File: src/rtl/crypto1_keystream.sv
// Forward Crypto1 keystream generator.
// Loads a 48-bit key into the cipher LFSR, optionally shifts in an
// initialisation word, then emits filter-function bits over a valid/ready
// stream while collecting them into a 48-bit BITSTREAM word
// (BITSTREAM[n] is the n-th accepted bit).
module crypto1_keystream #(
  parameter int NBITS     = 48,
  parameter int INIT_BITS = 32
) (
  input  logic        CLK,
  input  logic        RESETn,
  input  logic        START,
  input  logic [47:0] KEY,
  input  logic [31:0] INJECT,
  output logic        KS_BIT,
  output logic        KS_VALID,
  input  logic        KS_READY,
  output logic [47:0] BITSTREAM,
  output logic        BUSY,
  output logic        DONE
);

  typedef enum logic [1:0] {
    S_IDLE   = 2'd0,
    S_INIT   = 2'd1,
    S_STREAM = 2'd2,
    S_FINISH = 2'd3
  } state_e;

  // Feedback taps x0,x5,x9,x10,x12,x14,x15,x17,x19,x24,x25,x27,x29,x35,x39,x41,x42,x43.
  localparam logic [47:0] L_TAPS = 48'h0E88_2B0A_D621;
  localparam logic [5:0]  N_LAST = 6'(NBITS - 1);
  localparam logic [5:0]  J_LAST = 6'(INIT_BITS - 1);

  state_e      state_q, state_d;
  logic [47:0] x_q, x_d;
  logic [31:0] inj_q, inj_d;
  logic [47:0] bits_q, bits_d;
  logic [5:0]  n_q, n_d;
  logic [5:0]  j_q, j_d;

  logic        lin_w;
  logic        ks_bit_w;
  logic        hs_w;

  function automatic logic fa(input logic a, input logic b, input logic c, input logic d);
    return ((a | b) ^ (a & d)) ^ (c & ((a ^ b) | d));
  endfunction

  function automatic logic fb(input logic a, input logic b, input logic c, input logic d);
    return ((a & b) | c) ^ ((a ^ b) & (c | d));
  endfunction

  function automatic logic fc(input logic a, input logic b, input logic c, input logic d,
                              input logic e);
    return (a | ((b | e) & (d ^ e))) ^ ((a ^ (b & d)) & ((c ^ d) | (b & e)));
  endfunction

  // Linear feedback L(x): parity of the tapped cells.
  assign lin_w = ^(x_q & L_TAPS);

  // A stream bit is consumed only while streaming and the sink is ready.
  assign hs_w = (state_q == S_STREAM) && KS_READY;

  // Nonlinear filter f(x), purely from the registered LFSR state.
  always_comb begin
    ks_bit_w = fc(fa(x_q[9],  x_q[11], x_q[13], x_q[15]),
                  fb(x_q[17], x_q[19], x_q[21], x_q[23]),
                  fb(x_q[25], x_q[27], x_q[29], x_q[31]),
                  fa(x_q[33], x_q[35], x_q[37], x_q[39]),
                  fb(x_q[41], x_q[43], x_q[45], x_q[47]));
  end

  // State register.
  always_ff @(posedge CLK or negedge RESETn) begin
    if (!RESETn) begin
      state_q <= S_IDLE;
    end else begin
      state_q <= state_d;
    end
  end

  // Next-state logic: START only matters in IDLE, so pulses while busy are dropped.
  always_comb begin
    state_d = state_q;
    case (state_q)
      S_IDLE:   if (START) state_d = (INIT_BITS == 0) ? S_STREAM : S_INIT;
      S_INIT:   if (j_q == J_LAST) state_d = S_STREAM;
      S_STREAM: if (hs_w && (n_q == N_LAST)) state_d = S_FINISH;
      S_FINISH: state_d = S_IDLE;
      default:  state_d = S_IDLE;
    endcase
  end

  // Output decode from the current state.
  always_comb begin
    KS_VALID  = (state_q == S_STREAM);
    KS_BIT    = (state_q == S_STREAM) & ks_bit_w;
    BUSY      = (state_q == S_INIT) || (state_q == S_STREAM);
    DONE      = (state_q == S_FINISH);
    BITSTREAM = bits_q;
  end

  // Datapath next values: key load, init shifts, and stream shifts on handshake.
  always_comb begin
    x_d    = x_q;
    inj_d  = inj_q;
    bits_d = bits_q;
    n_d    = n_q;
    j_d    = j_q;
    case (state_q)
      S_IDLE: begin
        if (START) begin
          x_d    = KEY;
          inj_d  = INJECT;
          bits_d = '0;
          n_d    = '0;
          j_d    = '0;
        end
      end
      S_INIT: begin
        x_d = {lin_w ^ inj_q[j_q[4:0]], x_q[47:1]};
        j_d = j_q + 6'd1;
      end
      S_STREAM: begin
        if (hs_w) begin
          bits_d[n_q] = ks_bit_w;
          x_d         = {lin_w, x_q[47:1]};
          n_d         = n_q + 6'd1;
        end
      end
      default: begin
      end
    endcase
  end

  // Datapath registers; reset clears everything so an abort leaves no trace.
  always_ff @(posedge CLK or negedge RESETn) begin
    if (!RESETn) begin
      x_q    <= '0;
      inj_q  <= '0;
      bits_q <= '0;
      n_q    <= '0;
      j_q    <= '0;
    end else begin
      x_q    <= x_d;
      inj_q  <= inj_d;
      bits_q <= bits_d;
      n_q    <= n_d;
      j_q    <= j_d;
    end
  end

endmodule
File: config.mk
export PLATFORM = sky130hd
export DESIGN_NAME = crypto1_keystream
export DESIGN_NICKNAME = d
export VERILOG_FILES = /design/src/rtl/crypto1_keystream.sv
export SDC_FILE = /design/constraint.sdc
export NUM_CORES = 1
export LEC_CHECK = 0
export ABC_AREA = 1
export BUFFER_PORTS_ARGS = -buffer_cell sky130_fd_sc_hd__buf_4
export CAP_MARGIN = 10
export CORE_MARGIN = 2
export CORE_UTILIZATION = 58
export CTS_BUF_LIST = sky130_fd_sc_hd__clkbuf_4
export DETAILED_ROUTE_END_ITERATION = 12
export PLACE_DENSITY = 0.87
export SLEW_MARGIN = 25
export SYNTH_ARGS = -nofsm -noshare
export SYNTH_HDL_FRONTEND = slang
export SYNTH_SLANG_ARGS = --single-unit
File: constraint.sdc
create_clock -name CLK -period 3.3 [get_ports CLK]
set_clock_uncertainty 0.15 [all_clocks]
set_input_delay 0.825 -clock CLK [delete_from_list [all_inputs] [get_ports CLK]]
set_output_delay 0.825 -clock CLK [all_outputs]
set_load 0.01 [all_outputs]
==> metrics.md, run 1 <==
| Metric | Value |
|---|---|
| CP Depth | 10 |
| Die W | 115.5 um |
| Placed cell count | 1166 |
| Synthesis warning total | 0 |
| DRC Markers | 0 |
| Xor-xnor portion of the synthesized cell area | 0.009719 |
| Headroom to the max-slew limit | 0.3653 |
| Asr flop ratio synth | 1.000 |
| Largest net degree at the start of global routing | 91 |
| Final HPWL DP | 11300 um |
| CP startpoint kind | register |
| Post-place setup slack | 0.6185 ns |
| Cell at the slowest stage of the critical path | dfrtp_1 |
| Final Hold Vio Count | 0 |
| Sequential share of power | 0.347 |
| Period utilisation layout | 0.9886 |
| Multiplexer share of the synthesized area | 0.03888 |
| Layout cells sized above 1 | 0.2280 |
| DRT iter0 DRCs | 578 |
| Actual slew at the worst max-slew pin | 0.9447 ns |
| Arr. time, crit path | 2.29 ns |
| CP endpoint kind | primary output |
| Switch share | 0.4536 |
| Kind of critical path | reg -> out |
| Setup crit start | x_q[25]$_DFFE_PN0P_ |
| RSZ-0062 raised after global routing | yes |
| Post-synthesis simple-gate area fraction | 0.2308 |
| Initial Util | 0.5977 |
| Initial antenna violation count | 0 |
| Clk pin slew, worst setup/hold paths | 0.12 ns |
| All-layer global routing usage | 0.2598 |
| Worst setup margin | 0.03752 ns |
| Post-synth cell types | 38 |
| CTS tree | built |
| Pre-antenna DRT Iters | 5 |
| CP cell instances | ha_1 > o21ai_1 > xnor2_1 > xnor2_1 > nand2_1 > nand2_1 > nand3_2 > nand3_4 > inv_2 > buf_6 |
| # rows | 40 |
| Die ar. | 13340 um2 |
| Fin. max-slew vios | 0 |
| Clock share of power | 0.145 |
| Cell taking the most area after synthesis | dfrtp_1 |
| Outcome | finished clean |
| Synthesized area | 7209 um2 |
| Nets | 1116 |
| Sequential-to-total area share from yosys stat | 0.4929 |
| Routed Antenna Nets | 0 |
| Seq cells post-synth | 142 |
| R2R depth | 11 |
| Leakage | 4.210 nW |
| Synth top area share | 0.4929 |
| F_max | 0.3065 GHz |
| Critical path's top delay family | flip-flops |
| Synth cell count leaders | 229 x nand2_1, 142 x dfrtp_1, 130 x o21ai_0 |
| Antenna diodes | 0 |
| Synth Flop Type | dfrtp_1 |
| Top-count cell post-synth | nand2_1 |
| Drt via density | 5.298 |
| Drt wl/cell | 13.80 um |
| Mean post-synth cell area | 8.073 um2 |
| Worst R2R Setup Slack | 0.74 ns |
| Port-buffer cells | 135 |
| Clock Latency Late Sink | 0.58 ns |
| Num CTS Buffers | 17 |
| Reg2reg end | BITSTREAM[42]$_DFFE_PN0P_ |
| CTS Buffer Depth | 2 |
| Sw power | 3.609 mW |
| Final Non-Filler Cells | 1203 |
| Area grow syn2layout | 21.00% |
| # setup viols final | 0 |
| Vias in the first global route | 6046 |
| CTS Root Cell | clkbuf_4 |
| Post-Synth Adder-Cell Area | 0.01736 |
| Compound-Gate Fraction of Synth Area | 0.1361 |
| Setup_tns | 0 ns |
| Cells after Synth | 893 |
| CP max stage delay | 0.44 ns |
| Main area contributors after synthesis | dfrtp_1 49%, nand2_1 12%, o21ai_0 9.0% |
| Top Ports | 136 |
| Gate power share | 0.507 |
| Post-synth EDFFs | 0 |
| Total power | 7.957 mW |
| Worst R2R Start | state_q[0]$_DFFE_PN0P_ |
| Clock sink count | 142 |
| Core ar. | 12060 um2 |
| Max-Cap Viols | 0 |
| Die height | 115.5 um |
| Largest family of logic cells by synthesized area | simple AND/OR/NAND/NOR gates |
| Pwr/cell area | 912.1 nW/um2 |
| Worst vdd ir | 0.5421 mV |
| Largest fanout on the critical path | 4 |
| Grt ovf | 0 |
| DR vias | 6374 |
| First-pass GRT wire length | 27520 um |
| Required @ worst endpoint | 2.32 ns |
| P_int | 4.348 mW |
| Synth Net Count | 987 |
| WL final | 16610 um |
| Final GP Congestion | 0.8940 |
| Setup crit end | KS_BIT |
| Worst Hold Class | in -> reg |
| CP Buf/Inv Count | 2 |
| Worst hold slack | 0.3254 ns |
| # H-tree levels | 4 |
| Tmin final | 3.262 ns |
flip-flops by register name (all words and copies together), names as in the netlist:
| name | count |
|---|---|
| state_q | 2 |
| n_q | 6 |
| BITSTREAM | 48 |
| x_q | 48 |
| j_q | 6 |
| inj_q | 32 |
layer usage:
layer  GRT usage  part of all wire  vias up
met3     0.05596             0.057       35
li1            -                 -     3190
met1      0.3476              0.44     2949
met2      0.4152              0.48      200
met5           0                 0        -
met4      0.1060             0.022        0
cell families (layout without fill, tap and decap cells):
family | after synthesis | after routing
AOI/OAI and AO/OA | 184 | 184
and+or+nand+nor | 389 | 389
muxes | 25 | 25
adders and majority gates | 10 | 10
xor gates and xnor gates | 8 | 8
buffers and inverters | 135 | 277
DFF | 142 | 142
cell type report:
cell class	count	area, um2
Sequential cell	142	3553
Fill cell	937	3338
Multi-Input combinational cell	616	3156
Timing Repair Buffer	149	1154
Inverter	96	360.3
Tap cell	168	210.2
Clock inverter	13	147.6
Clock buffer	19	142.6
power groups by stage:
stage / Sequential [mW] / Combinational (mW) / Clock [mW]
6_report: 2.76 / 4.04 / 1.16
5_1_grt: 2.84 / 4.65 / 1.25
4_1_cts: 2.75 / 3.96 / 1.17
3_5_place_dp: 2.79 / 3.90 / 0
3_3_place_gp: 2.76 / 3.78 / 0
2_1_floorplan: 2.67 / 2.99 / 0
placed cells by master, fill, tap and decap left out, types with 2 or more instances in the layout:
cell and count:
a21oi_1 25, a21oi_2 9, buf_12 2, buf_4 144, buf_6 2, bufinv_16 3
clkbuf_4 19, clkinv_1 4, clkinv_2 4, clkinvlp_4 4, dfrtp_1 142, ha_1 9
inv_1 84, inv_2 10, mux2_2 24, nand2_1 229, nand3_1 89, nand4_1 2
nor2_1 41, nor2_2 2, nor3_1 14, nor3_2 3, o211ai_1 3, o21ai_0 130
o21ai_1 9, o21ai_2 2, o31ai_1 2, xnor2_1 6, xor2_1 2
metrics by stage:
step | utilization | area (um2)
after global placement | 0.6932 | 8361
after global routing | 0.7232 | 8723
after CTS | 0.7202 | 8687
after detailed placement | 0.6932 | 8361
final | 0.7232 | 8723
after floorplan | - | 7209
worst min path at each step:
| stage | to | cells after the start | slack [ns] | startpoint |
|---|---|---|---|---|
| global placement | x_q[44]$_DFFE_PN0P_ | 2 | 0.33 | x_q[44]$_DFFE_PN0P_ |
| detailed placement | x_q[44]$_DFFE_PN0P_ | 2 | 0.34 | x_q[44]$_DFFE_PN0P_ |
| finish | inj_q[1]$_DFFE_PN0P_ | 2 | 0.33 | INJECT[1] |
| floorplan | x_q[44]$_DFFE_PN0P_ | 2 | 0.30 | x_q[44]$_DFFE_PN0P_ |
| CTS | inj_q[24]$_DFFE_PN0P_ | 2 | 0.30 | INJECT[24] |
| global route | inj_q[18]$_DFFE_PN0P_ | 2 | 0.29 | INJECT[18] |
repair_timing:
item                                    in CTS  in global routing
pin swaps                                    4                  4
hold endpoints to repair                     7                  0
hold buffers                                 1                  0
setup buffers                                3                  1
endpoints found under the setup margin       1                  1
resized for setup                            2                  5
(Power assumes the default switching activity.)
==> run 2: changes to the inputs <==
Settings changed: BUFFER_PORTS_ARGS -buffer_cell sky130_fd_sc_hd__buf_4 to default, CORE_UTILIZATION 58 to 66, DONT_BUFFER_PORTS from default to 1, PLACE_DENSITY 0.87 to 0.86.
==> run 2 against run 1 <==
  * The run now ends with negative hold slack left
  * Sequential share of layout area increased by 5.6 points
  * Die area decreased by 12%
  * Clock power increased by 20%
  * Non-clock buffer count decreased by 141
  * Maximum frequency increased by 3.6%
  * Clock-buffer cell count decreased by 2
  * Register-to-register slack got worse by 0.10 ns
  * Setup slack improved by 0.11 ns
  * Cell count decreased by 14%
==> metrics.md, run 2 (synthesis results as in run 1) <==
| Metric | Value |
|---|---|
| Drt via density | 5.796 (+9.4%) |
| Clock sink count | 142 (unchanged) |
| Worst vdd ir | 0.7676 mV (+42%) |
| Period utilisation layout | 0.9539 (-0.03470) |
| Largest fanout on the critical path | 3 (-1) |
| # setup viols final | 0 (unchanged) |
| Required @ worst endpoint | 2.32 ns (about the same) |
| DRT iter0 DRCs | 542 (-6.2%) |
| CP cell instances | ha_1 > o21ai_1 > xnor2_1 > nor2_1 > nor2_1 > nand2_1 > nand3_1 > nand3_2 > inv_2 |
| Initial antenna violation count | 0 (unchanged) |
| Area grow syn2layout | 6.404% |
| Headroom to the max-slew limit | 0.2900 (-0.07531) |
| CP max stage delay | 0.43 ns (about the same) |
| # rows | 38 (-5.0%) |
| DR vias | 5993 (-6.0%) |
| CP startpoint kind | register |
| Die ar. | 11780 um2 (-12%) |
| Worst hold slack | -0.1910 ns (-0.5164 ns) |
| Worst Hold Class | in -> async |
| Grt ovf | 0 (unchanged) |
| Antenna diodes | 0 (unchanged) |
| Setup_tns | 0 ns (unchanged) |
| Cell at the slowest stage of the critical path | dfrtp_1 |
| # H-tree levels | 4 (unchanged) |
| CP most frequent cell | nor2_1 |
| First-pass GRT wire length | 26600 um (-3.3%) |
| Max-Cap Viols | 0 (unchanged) |
| Pwr/cell area | 1029 nW/um2 (+13%) |
| Clk pin slew, worst setup/hold paths | 0.13 ns (about the same) |
| Kind of critical path | reg -> out |
| Fillers | 822 (-12%) |
| CTS Root Cell | clkbuf_4 |
| Initial Util | 0.6709 (+0.07322) |
| Outcome | complete, but fails checks |
| Final GP Congestion | 0.9130 (+2.1%) |
| CP Buf/Inv Count | 1 (-1) |
| Clock Latency Late Sink | 0.54 ns (-0.04 ns) |
| Most frequent cells in the layout | 229 x nand2_1, 142 x dfrtp_1, 130 x o21ai_0, 90 x nand3_1, 84 x inv_1 |
| Actual slew at the worst max-slew pin | 1.057 ns (+0.1121 ns) |
| Layout cells sized above 1 | 0.1096 (-0.1184) |
| Die height | 108.5 um (-6.0%) |
| RSZ-0062 raised after global routing | no |
| Leakage | 3.529 nW (-16%) |
| Failing checks | negative hold slack |
| Vias in the first global route | 5716 (-5.5%) |
| Core ar. | 10750 um2 (-11%) |
| Total power | 7.895 mW (-0.78%) |
| Die W | 108.5 um (-6.0%) |
| Largest net degree at the start of global routing | 143 (+57%) |
| Routed Antenna Nets | 0 (unchanged) |
| F_max | 0.3177 GHz (+3.6%) |
| Critical path's top delay family | simple AND/OR/NAND/NOR gates |
| Port-buffer cells | 0 (-100%) |
| Pre-antenna DRT Iters | 7 (+2) |
| Top Ports | 136 (unchanged) |
| Fin. max-slew vios | 0 (unchanged) |
| CTS tree | built |
| Nets | 975 (-13%) |
| All-layer global routing usage | 0.2855 (+0.02577) |
| Commonest non-fill, non-tap cell in the layout | nand2_1 |
| Num CTS Buffers | 17 (unchanged) |
| CTS Buffer Depth | 2 (unchanged) |
| WL final | 16380 um (-1.4%) |
| Tmin final | 3.148 ns (-0.1145 ns) |
| Final HPWL DP | 11110 um (-1.7%) |
| Drt wl/cell | 15.84 um (+15%) |
| DRC Markers | 0 (unchanged) |
| Arr. time, crit path | 2.17 ns (-0.12 ns) |
| Final Hold Vio Count | 142 (+142) |
| CP endpoint kind | primary output |
## run 2: final timing paths
kind                                         from                   endpoint  slack [ns]  cells past startpoint
max reg2reg                state_q[0]$_DFFE_PN0P_  BITSTREAM[41]$_DFFE_PN0P_        0.64                     11
max                           x_q[43]$_DFFE_PN0P_                     KS_BIT        0.15                      9
min in group CLK                       INJECT[28]      inj_q[28]$_DFFE_PN0P_        0.27                      1
min reg2reg                   x_q[44]$_DFFE_PN0P_        x_q[44]$_DFFE_PN0P_        0.37                      2
min                                        RESETn       inj_q[6]$_DFFE_PN0P_       -0.19                      0
max in group asynchronous                  RESETn      inj_q[19]$_DFFE_PN0P_        3.00                      0
## run 2: layer usage
layer / share of wire / track usage / wire, um / vias to the layer above
met1: 0.42 / 0.3739 / 6818 / 2839
met5: 0 / 0 / 0 / -
met4: 0.013 / 0.08608 / 209 / 0
met2: 0.50 / 0.4723 / 8252 / 227
met3: 0.067 / 0.06932 / 1099 / 29
li1: - / - / - / 2898
## run 2: what timing repair did
action                                  4_1_cts  5_1_grt
gates resized for setup                       0        4
endpoints found under the setup margin        0        1
endpoints found under the hold margin       142      142
buffers inserted                              0        1
## run 2: final cells by class
| type | count | area [um2] | area share |
|---|---|---|---|
| Clock buffer | 17 | 127.6 | 0.01664 |
| Clock inverter | 15 | 234.0 | 0.03050 |
| Inverter | 96 | 360.3 | 0.04697 |
| Multi-Input combinational cell | 616 | 3148 | 0.4104 |
| Sequential cell | 142 | 3553 | 0.4632 |
| Tap cell | 140 | 175.2 | 0.02283 |
| Timing Repair Buffer | 8 | 72.57 | 0.009460 |
## run 2: power breakdown
part           switching, mW  internal (mW)  total (mW)
Sequential             0.477           2.34        2.82
Combinational           2.44           1.25        3.69
Clock                  0.694          0.692        1.39
## run 2: metrics by stage
step                utilization  hold slack, ns  setup slack, ns  instance area (um2)  std cells
floorplan                     -          0.3020           0.6246                 7209        893
global placement         0.6776          0.3146           0.7780                 7281       1001
detailed placement       0.6776          0.3355           0.7036                 7281       1001
CTS                      0.7112         -0.2217          0.05000                 7642       1033
global route             0.7139         -0.2440         0.003457                 7671       1034
finish                   0.7139         -0.1910           0.1520                 7671       1034
==> run 3: changes to the inputs <==
Settings changed: CORE_UTILIZATION 66 to 70, PLACE_DENSITY 0.86 to 0.9.
Clock period 3.3 ns to 3.75 ns, I/O delays scaled along.
==> run 3 against run 2 <==
  * The flow still finishes with violations (negative hold slack)
  * Sequential power fell by 12%
  * Combinational power fell by 14%
  * Utilization rose by 3.4 points
  * Total power fell by 14%
  * Sequential cell count did not move
  * Worst hold slack improved by 0.13 ns
  * Largest cell class unchanged
==> metrics.md, run 3 (synthesis results as in run 1) <==
| Metric | Value |
|---|---|
| Final GP Congestion | 0.8372 (-8.3%) |
| Core ar. | 10140 um2 (-5.6%) |
| Commonest non-fill, non-tap cell in the layout | nand2_1 |
| Worst Hold Class | in -> async |
| Die height | 105.5 um (-2.8%) |
| CP cell instances | ha_1 > o21ai_1 > xor2_1 > nand3_1 > nand2_1 > nand2_1 > nand3_1 > nand3_2 > inv_1 |
| Setup_tns | 0 ns (unchanged) |
| CP startpoint kind | register |
| Failing checks | negative hold slack |
| CTS Buffer Depth | 2 (unchanged) |
| Worst setup margin | 0.4384 ns (+0.2864 ns) |
| DR vias | 6008 (+0.25%) |
| Outcome | complete, but fails checks |
| P_int | 3.705 mW (-14%) |
| Vias in the first global route | 5512 (-3.6%) |
| CTS tree | built |
| Initial antenna violation count | 0 (unchanged) |
| # H-tree levels | 4 (unchanged) |
| Num CTS Buffers | 17 (unchanged) |
| Most frequent cells in the layout | 228 x nand2_1, 142 x dfrtp_1, 130 x o21ai_0, 90 x nand3_1, 86 x inv_1 |
| Pwr/cell area | 894.9 nW/um2 (-13%) |
| Die W | 105.5 um (-2.8%) |
| Initial Util | 0.7111 (+0.04016) |
| Fillers | 744 (-9.5%) |
| RSZ-0062 raised after global routing | no |
| Worst hold slack | -0.05684 ns (+0.1342 ns) |
| Required @ worst endpoint | 2.66 ns (+0.34 ns) |
| Kind of critical path | reg -> out |
| Final HPWL DP | 10990 um (-1.1%) |
| DRC Markers | 0 (unchanged) |
| CP max stage delay | 0.41 ns (-0.02 ns) |
| Port-buffer cells | 0 (unchanged) |
| Grt ovf | 0 (unchanged) |
| Layout cells sized above 1 | 0.09888 (-0.01074) |
| Tmin final | 3.312 ns |
| Top Ports | 136 (unchanged) |
| Worst R2R Setup Slack | 1.08 ns (+0.44 ns) |
| Period utilisation layout | 0.8831 |
| Register area | 3553 um2 (unchanged) |
| Routed Antenna Nets | 0 (unchanged) |
| # rows | 37 (-2.6%) |
| Sequential share of power | 0.365 (+0.008) |
| All-layer global routing usage | 0.2916 (+0.006051) |
| Leakage | 3.499 nW (-0.85%) |
| Gate power share | 0.468 (about the same) |
| Final Hold Vio Count | 142 (unchanged) |
| Pre-antenna DRT Iters | 5 (-2) |
| Clk pin slew, worst setup/hold paths | 0.12 ns (about the same) |
| Post-CTS repair timing setup buffer count | 0 (unchanged) |
| Area of the multi-input gates | 3129 um2 (-0.60%) |
| Area grow syn2layout | 5.172% |
| Antenna diodes | 0 (unchanged) |
| Cell at the slowest stage of the critical path | dfrtp_1 |
| Switch share | 0.4540 (-0.003121) |
| Drt via density | 5.856 (+1.0%) |
| Max-Cap Viols | 0 (unchanged) |
| Clock share of power | 0.167 (-0.009) |
| WL final | 15770 um (-3.7%) |
| F_max | 0.3020 GHz |
| Actual slew at the worst max-slew pin | 1.108 ns (+0.05115 ns) |
| # setup viols final | 0 (unchanged) |
| Largest fanout on the critical path | 3 (unchanged) |
| First-pass GRT wire length | 25810 um (-3.0%) |
| Arr. time, crit path | 2.22 ns (+0.05 ns) |
| Worst vdd ir | 0.5234 mV (-32%) |
| Post-route cell area | 7582 um2 (-1.2%) |
| Die ar. | 11130 um2 (-5.5%) |
| Post-place setup slack | 0.9050 ns (+0.2015 ns) |
| CP endpoint kind | primary output |
| Headroom to the max-slew limit | 0.2557 (-0.03436) |
| Clock Latency Late Sink | 0.53 ns (about the same) |
| Largest net degree at the start of global routing | 143 (unchanged) |
| Placement Cell Area | 7248 um2 (-0.45%) |
| CTS resizes | 0 (unchanged) |
| Sw power | 3.081 mW (-15%) |
| Drt wl/cell | 15.37 um (-3.0%) |
| Clock sink count | 142 (unchanged) |
| DRT iter0 DRCs | 455 (-16%) |
| Fin. max-slew vios | 0 (unchanged) |
| Nets | 972 (-0.31%) |
| CTS Root Cell | clkbuf_4 |
==> run 3: changes by cell type in the layout (fill, tap and decap cells not counted), sizes merged <==
| cell | delta |
|---|---|
| clkbuf | +1 |
| inv | -5 |
| clkinv | +3 |
| buf | -3 |
==> run 3: worst paths after layout <==
check / from / endpoint / cells after the start
worst min register to register: x_q[44]$_DFFE_PN0P_ / x_q[44]$_DFFE_PN0P_ / 2
min in group CLK: x_q[44]$_DFFE_PN0P_ / x_q[44]$_DFFE_PN0P_ / 2
worst max-delay path: x_q[17]$_DFFE_PN0P_ / KS_BIT / 9
worst max register to register: state_q[0]$_DFFE_PN0P_ / x_q[44]$_DFFE_PN0P_ / 8
worst min-delay path: RESETn / x_q[12]$_DFFE_PN0P_ / 0
max in group asynchronous: RESETn / n_q[5]$_DFFE_PN0P_ / 0
==> run 3: worst max-delay path, delay by kind of cell, from the launching register on <==
family                     cells  cell delay (ns)
DFF                            1             0.41
buffers and inverters          1             0.14
AOI/OAI and AO/OA              1             0.11
xor gates and xnor gates       1             0.24
adders and majority gates      1             0.32
and+or+nand+nor                5             0.48
==> run 3: cell type report <==
cell class | count | area share
Multi-Input combinational cell | 616 | 0.4127
Inverter | 96 | 0.04752
Timing Repair Buffer | 5 | 0.004950
Sequential cell | 142 | 0.4686
Tap cell | 136 | 0.02244
Clock inverter | 13 | 0.02591
Clock buffer | 18 | 0.01782
==> run 3: per-stage QoR <==
step | util | cells | power [mW]
floorplan | - | 893 | 4.981
global placement | 0.7149 | 995 | 5.435
detailed placement | 0.7149 | 995 | 5.653
CTS | 0.7476 | 1026 | 6.782
global route | 0.7479 | 1026 | 7.374
finish | 0.7479 | 1026 | 6.786
==> run 3: metal layers <==
metal | share of wire | up-vias | global-route usage
met2 | 0.50 | 245 | 0.4788
met4 | 0.020 | 0 | 0.1048
met3 | 0.080 | 36 | 0.07545
met5 | 0 | - | 0
li1 | - | 2895 | -
met1 | 0.40 | 2832 | 0.3759
==> run 3: power by group through the flow <==
| stage | combinational (mW) | clock [mW] | sequential (mW) |
|---|---|---|---|
| floorplan | 2.63 | 0 | 2.35 |
| global placement | 2.97 | 0 | 2.47 |
| detailed placement | 3.15 | 0 | 2.51 |
| CTS | 3.17 | 1.14 | 2.47 |
| global route | 3.62 | 1.22 | 2.54 |
| finish | 3.18 | 1.13 | 2.48 |
